[config.mk]
export PLATFORM = sky130hd
export DESIGN_NAME = datamem_arbiter
export DESIGN_NICKNAME = d
export VERILOG_FILES = /design/src/rtl/datamem_arbiter_pkg.sv /design/src/rtl/datamem_arbiter_starve_ctr.sv /design/src/rtl/datamem_arbiter.sv
export SDC_FILE = /design/constraint.sdc
export NUM_CORES = 1
export LEC_CHECK = 0
export BUFFER_PORTS_ARGS = -buffer_cell sky130_fd_sc_hd__buf_2
export CAP_MARGIN = 0
export CORE_AREA = 4 4 116 118
export CTS_CLUSTER_DIAMETER = 30
export DETAILED_ROUTE_END_ITERATION = 8
export DIE_AREA = 0 0 120 122
export PLACE_DENSITY = 0.57
export SETUP_SLACK_MARGIN = 0.5
export SYNTH_ARGS = -nofsm -noshare
export SYNTH_HDL_FRONTEND = slang
export SYNTH_SLANG_ARGS = --single-unit
[constraint.sdc]
create_clock -name clk -period 2.15 [get_ports clk]
set_input_delay 0.215 -clock clk [delete_from_list [all_inputs] [get_ports clk]]
set_output_delay 0.215 -clock clk [all_outputs]
set_load 0.005 [all_outputs]
[src/rtl/datamem_arbiter_pkg.sv]
// Shared definitions for the DATAMEM arbiter: port identifiers, the memory
// depth, the request bundle type and the address range check.
package datamem_arbiter_pkg;

  // Number of words in DATAMEM; valid word addresses are 0..DATAMEM_DEPTH-1.
  localparam int DATAMEM_DEPTH = 32;

  // Identifies which requester owns the memory in a given cycle.
  localparam logic [1:0] PORT_NONE = 2'd0;
  localparam logic [1:0] PORT_CPU  = 2'd1;
  localparam logic [1:0] PORT_DBG  = 2'd2;

  // One access request as presented by either requester.
  typedef struct packed {
    logic        we;
    logic [31:0] addr;
    logic [31:0] wdata;
  } mem_req_t;

  // True when a word address falls inside the memory.
  function automatic logic addr_in_range(input logic [31:0] addr, input int depth);
    return addr < 32'(depth);
  endfunction

endpackage

[src/rtl/datamem_arbiter_starve_ctr.sv]
// Saturating wait counter for the low-priority requester. It counts
// consecutive denied cycles and raises at_limit once the requester has waited
// MAX_WAIT cycles, which the grant logic uses to force one access through.
module arb_starve_ctr #(
  parameter int MAX_WAIT = 4,
  parameter int CNT_W    = 4
) (
  input  logic clk,
  input  logic rst,
  input  logic inc,
  input  logic clr,
  output logic at_limit
);

  localparam logic [CNT_W-1:0] LIMIT = CNT_W'(MAX_WAIT);

  logic [CNT_W-1:0] cnt;

  // Count denied cycles, holding at LIMIT; a grant or a dropped request clears.
  // NOTE: state registers use non-blocking assignments so every flop samples
  // the pre-edge value of its inputs, regardless of block ordering.
  always_ff @(posedge clk) begin
    if (rst || clr) begin
      cnt <= '0;
    end else if (inc && (cnt != LIMIT)) begin
      cnt <= cnt + CNT_W'(1);
    end
  end

  // Limit compare drives the starvation override in the grant logic.
  assign at_limit = (cnt == LIMIT);

endmodule

[src/rtl/datamem_arbiter.sv]
// Two-port arbiter in front of the single-port DATAMEM. The CPU (MEM stage)
// has fixed priority; the debug/loader port is guaranteed one access after
// MAX_WAIT consecutive denied cycles. Read data is registered back to the
// requester that won, one cycle after its grant.
module datamem_arbiter
  import datamem_arbiter_pkg::*;
#(
  parameter int DEPTH    = DATAMEM_DEPTH,
  parameter int MAX_WAIT = 4,
  parameter int CNT_W    = 4
) (
  input  logic        clk,
  input  logic        rst,
  // CPU (pipeline MEM stage) port
  input  logic        CpuReq,
  input  logic        CpuWe,
  input  logic [31:0] CpuAddr,
  input  logic [31:0] CpuWData,
  output logic        CpuStall,
  output logic [31:0] CpuRData,
  output logic        CpuValid,
  // Debug / loader port
  input  logic        DbgReq,
  input  logic        DbgWe,
  input  logic [31:0] DbgAddr,
  input  logic [31:0] DbgWData,
  output logic        DbgGnt,
  output logic [31:0] DbgRData,
  output logic        DbgValid,
  // Error pulse for an out-of-range granted access
  output logic        AddrErr,
  // DATAMEM interface
  output logic        MemWrite,
  output logic        MemRead,
  output logic [31:0] Address,
  output logic [31:0] WriteData,
  input  logic [31:0] Data
);

  mem_req_t   cpu_req;
  mem_req_t   dbg_req;
  mem_req_t   win_req;
  logic [1:0] win_port;
  logic       starve_limit;
  logic       dbg_win;
  logic       cpu_win;
  logic       win_valid;
  logic       in_range;
  logic [31:0] rd_word;
  logic       cpu_rd_done;
  logic       dbg_rd_done;

  assign cpu_req = '{we: CpuWe, addr: CpuAddr, wdata: CpuWData};
  assign dbg_req = '{we: DbgWe, addr: DbgAddr, wdata: DbgWData};

  // Wait counter: counts only while DBG asks and loses; clears otherwise.
  arb_starve_ctr #(
    .MAX_WAIT (MAX_WAIT),
    .CNT_W    (CNT_W)
  ) u_starve_ctr (
    .clk      (clk),
    .rst      (rst),
    .inc      (DbgReq & ~dbg_win),
    .clr      (~DbgReq | dbg_win),
    .at_limit (starve_limit)
  );

  // Grant decision: CPU wins by default, DBG wins when CPU is idle or DBG has
  // waited long enough. Reset holds both sides idle.
  // NOTE: every signal assigned in an always_comb gets a default on entry so
  // no path leaves it unassigned and no latch is inferred.
  always_comb begin
    dbg_win  = 1'b0;
    cpu_win  = 1'b0;
    win_port = PORT_NONE;
    if (!rst) begin
      dbg_win = DbgReq & (~CpuReq | starve_limit);
      cpu_win = CpuReq & ~dbg_win;
    end
    if (dbg_win) begin
      win_port = PORT_DBG;
    end else if (cpu_win) begin
      win_port = PORT_CPU;
    end
  end

  assign DbgGnt   = dbg_win;
  assign CpuStall = CpuReq & ~cpu_win;

  // Select the winning request; with no winner the memory bus is all zeros.
  always_comb begin
    win_req = '0;
    case (win_port)
      PORT_CPU: win_req = cpu_req;
      PORT_DBG: win_req = dbg_req;
      default:  win_req = '0;
    endcase
  end

  assign win_valid = (win_port != PORT_NONE);
  assign in_range  = addr_in_range(win_req.addr, DEPTH);

  // Memory drive: an out-of-range winner keeps its address on the bus but
  // neither reads nor writes, so DATAMEM is never touched outside its range.
  assign Address   = win_req.addr;
  assign WriteData = win_req.wdata;
  assign MemWrite  = win_valid & win_req.we & in_range;
  assign MemRead   = win_valid & ~win_req.we & in_range;

  // An out-of-range read still completes, returning zero instead of Data.
  assign rd_word     = in_range ? Data : '0;
  assign cpu_rd_done = (win_port == PORT_CPU) & ~win_req.we;
  assign dbg_rd_done = (win_port == PORT_DBG) & ~win_req.we;

  // Response registers: capture read data at the end of the grant cycle and
  // pulse Valid for one cycle; the losing side keeps its last read data.
  always_ff @(posedge clk) begin
    if (rst) begin
      CpuRData <= '0;
      DbgRData <= '0;
      CpuValid <= 1'b0;
      DbgValid <= 1'b0;
      AddrErr  <= 1'b0;
    end else begin
      CpuValid <= cpu_rd_done;
      DbgValid <= dbg_rd_done;
      AddrErr  <= win_valid & ~in_range;
      if (cpu_rd_done) begin
        CpuRData <= rd_word;
      end
      if (dbg_rd_done) begin
        DbgRData <= rd_word;
      end
    end
  end

endmodule

==> impl_metrics.csv <==
group,metric,value,unit
clock_tree,cts.path.max_buffers,2,
global_routing,antenna_found_initial,1,
finish,num_antenna_cells,0,
placed_design,port_buffers,300,
placed_design,gp_congestion,0.9304,
hold_path,hold_path.class,"in2reg",
critical_path,ff2ff_path_depth,10,
drt,route.detailed.drc,0,
drt,maxUsedRoutingLayer,"met5",
critical_path,critical_path_class,"reg2out",
yosys,syn_avg_cell_area,10.75,µm²
timing,finalSetupViolations,0,
finish,syn2layout_area_growth,74.44,%
critical_path,worstPathArrival,1.92,ns
power,ir_drop,0.0003092,V
clock_tree,cts_root_buffer,"clkbuf_16",
timing,fmax,469.1,MHz
yosys,yosys_register_bits,71,
placed_design,dp.cells,738,
timing,grt_setup_unrepaired,"yes",
hold_path,whs_path_depth,2,
finish,fin_util,43.16,%
placed_design,hpwlAfterDp,11.88,mm
critical_path,crit_cells,8,
critical_path,critPathTopFamily,"buffers and inverters",
power,p_total,3.461,mW
yosys,netlist_area,0.003084,mm²
drt,drtAntennaViolNets,0,
critical_path,worstPathCellList,"inv_2 > ha_4 > nand4b_1 > and3b_2 > buf_4 > buf_12 > a22o_1 > buf_2",
drt,met3_length,1.347,mm
critical_path,crit_path_end_kind,"output pin",
finish,fin_cells,770,
timing,fin_crit_sh,99.14,%
timing,finalMaxSlewViolations,0,
critical_path,startpoint_type,"flip-flop",
critical_path,rrSetupSlack,0.07,ns
clock_tree,cts_tree,"built",
drt,wl,15.17,mm
power,powerDensity,643.4,mW/mm²
drt,vias,3802,
placed_design,pre_cts_ws,0.1508,ns
global_routing,grt_pass1_vias,3828,
clock_tree,htreeDepth,3,
global_routing,grt_start_max_net_pins,33,
global_routing,grt_pass1_wl,21.62,mm
clock_tree,cts.clk_slew.worst_paths,0.06,ns
die,io-pin-count,301,
die,design.core.area,0.01247,mm²
critical_path,cp.buffers_inverters,4,
timing,period_minus_slack,2.132,ns
critical_path,cp.required,1.93,ns
run_status,status,"finished clean",
yosys,synthDistinctLibCells,30,
die,start_util,24.74,%
timing,holdWs,0.1175,ns
drt,wl_met1,5.603,mm
placed_design,placed_cell_area,0.004757,mm²
yosys,yosysWarnings,0,
critical_path,slowest_stage,"dfxtp_2",
clock_tree,cts_buffers,9,
die,rows,41,
drt,wire_per_inst,19.71,µm
die,die_h,122,µm
drt,dr.pass1.iters,5,
finish,design_area,0.005380,mm²
timing,tightest_slew,0.4523,ns
yosys,ys_seq_area_share,46.09,%
timing,tns,0,ns
clock_tree,clock-sinks,71,
die,die_w,120,µm
global_routing,grt_util_all_layers,19.26,%
timing,hold_violations,0,
clock_tree,ctsHoldBuffers,0,
die,dieArea,0.01464,mm²
job,maxCapViolations,0,
finish,drive_gt1_share,59.53,%
global_routing,overflow,0,
yosys,synth.net_count,455,
drt,met2_length,7.771,mm
critical_path,crit_path_max_incr_delay,0.32,ns
yosys,syn_inst,287,
timing,relSlewSlack,69.57,%
timing,setup_ws,0.01843,ns
clock_tree,clk-insertion-delay-late,0.32,ns
critical_path,worstPathMaxFanout,20,
drt,vias_per_cell,4.938,
finish,fin_nets,761,
drt,drt_iter0_drc,300,
power,leakagePower,2.838,nW
timing,final.setup_skew,0.005060,ns
-- synthesized netlist by cell type --
master	number	area, µm²
a21boi_2	1	11.26
a21oi_1	2	10.01
a22o_1	128	1121
a22oi_1	3	22.52
a22oi_2	1	12.51
a31oi_1	1	6.260
and2b_1	1	7.510
and3_1	1	6.260
and3b_1	1	8.760
and4_1	1	8.760
buf_1	3	11.26
buf_2	8	40.04
buf_4	1	7.510
buf_6	8	90.09
clkbuf_1	9	33.78
dfxtp_1	71	1421
ha_1	2	25.02
inv_1	5	18.77
nand2b_1	1	6.260
nand3_1	6	30.03
nand3b_1	1	7.510
nand4_1	1	6.260
nand4b_1	1	8.760
nor2_1	11	41.29
nor2b_1	3	18.77
nor3_1	2	10.01
nor4_1	10	62.56
or3_1	2	12.51
xnor2_1	1	8.760
xor2_1	1	8.760
-- sequential cells by signal, indices dropped and copies added, names as in the netlist --
signal	count
CpuRData	32
DbgRData	32
u_starve_ctr.cnt	4
AddrErr	1
CpuValid	1
DbgValid	1
-- what timing repair did --
item,in CTS,in global routing
gates cloned,3,3
setup buffers,8,2
pin swaps,3,0
setup endpoints to repair,132,132
gates resized for setup,18,9
-- where the power goes --
group          internal [mW]  switching, mW  leakage, nW  total [mW]
registers               1.32        0.00255        0.573        1.32
logic                  0.279          0.256         2.11       0.536
clock network           1.03          0.576        0.157        1.60
total                   2.63          0.835         2.84        3.46
-- layout by cell type (no fill, tap or decap), types with 2 or more instances in the layout --
master     Yosys  routed
and3_4         0       2
and3b_2        0       2
or3_1          2       2
clkbuf_16      0      11
buf_4          1       9
inv_1          5       3
nor2_1        11       9
dfxtp_1       71      69
inv_2          0       2
nor2b_1        3       2
dfxtp_2        0       2
a21oi_1        2       2
inv_6          0       2
a22o_1       128     128
buf_6          8       5
bufinv_16      0       2
clkinv_4       0       2
buf_2          8     297
nor4_1        10      10
nand3_1        6       5
buf_12         0       8
a22oi_2        1       3
-- layer usage --
| metal | up-vias | GRT usage (%) |
|---|---|---|
| met1 | 1787 | 22.12 |
| met3 | 24 | 5.339 |
| li1 | 1766 | - |
| met2 | 223 | 33.75 |
| met5 | - | 0 |
| met4 | 2 | 7.946 |
-- kinds of logic (layout without fill, tap and decap cells) --
| family | Yosys count | after routing | share of synthesized area (%) |
|---|---|---|---|
| AOI/OAI and AO/OA | 136 | 136 | 38.38 |
| DFF | 71 | 71 | 46.09 |
| and+or+nand+nor | 42 | 44 | 7.628 |
| buffers and inverters | 34 | 343 | 6.532 |
| adders and majority gates | 2 | 2 | 0.8112 |
| xor gates and xnor gates | 2 | 2 | 0.5681 |
-- final timing paths --
kind,from,endpoint
max,u_starve_ctr.cnt[1]$_SDFFE_PP0P_,Address[28]
max reg2reg,u_starve_ctr.cnt[1]$_SDFFE_PP0P_,DbgRData[3]$_SDFFE_PP0P_
min,Data[8],CpuRData[8]$_SDFFE_PP0P_
min reg2reg,CpuRData[30]$_SDFFE_PP0P_,CpuRData[30]$_SDFFE_PP0P_
-- worst reg2reg max path: cells and delay by family (launching register included) --
kind	cells	cell delay [ns]
DFF	1	0.32
buffers and inverters	4	0.61
and+or+nand+nor	2	0.31
AOI/OAI and AO/OA	3	0.62
adders and majority gates	1	0.13
-- cell type report --
| class | instances | area (µm²) |
|---|---|---|
| Inverter | 5 | 18.77 |
| Sequential cell | 71 | 1424 |
| Multi-Input combinational cell | 184 | 1546 |
| Tap cell | 172 | 215.2 |
| Fill cell | 1238 | 7086 |
| Clock inverter | 7 | 102.6 |
| Clock buffer | 9 | 225.2 |
| Timing Repair Buffer | 322 | 1848 |
(Power assumes the default switching activity.)
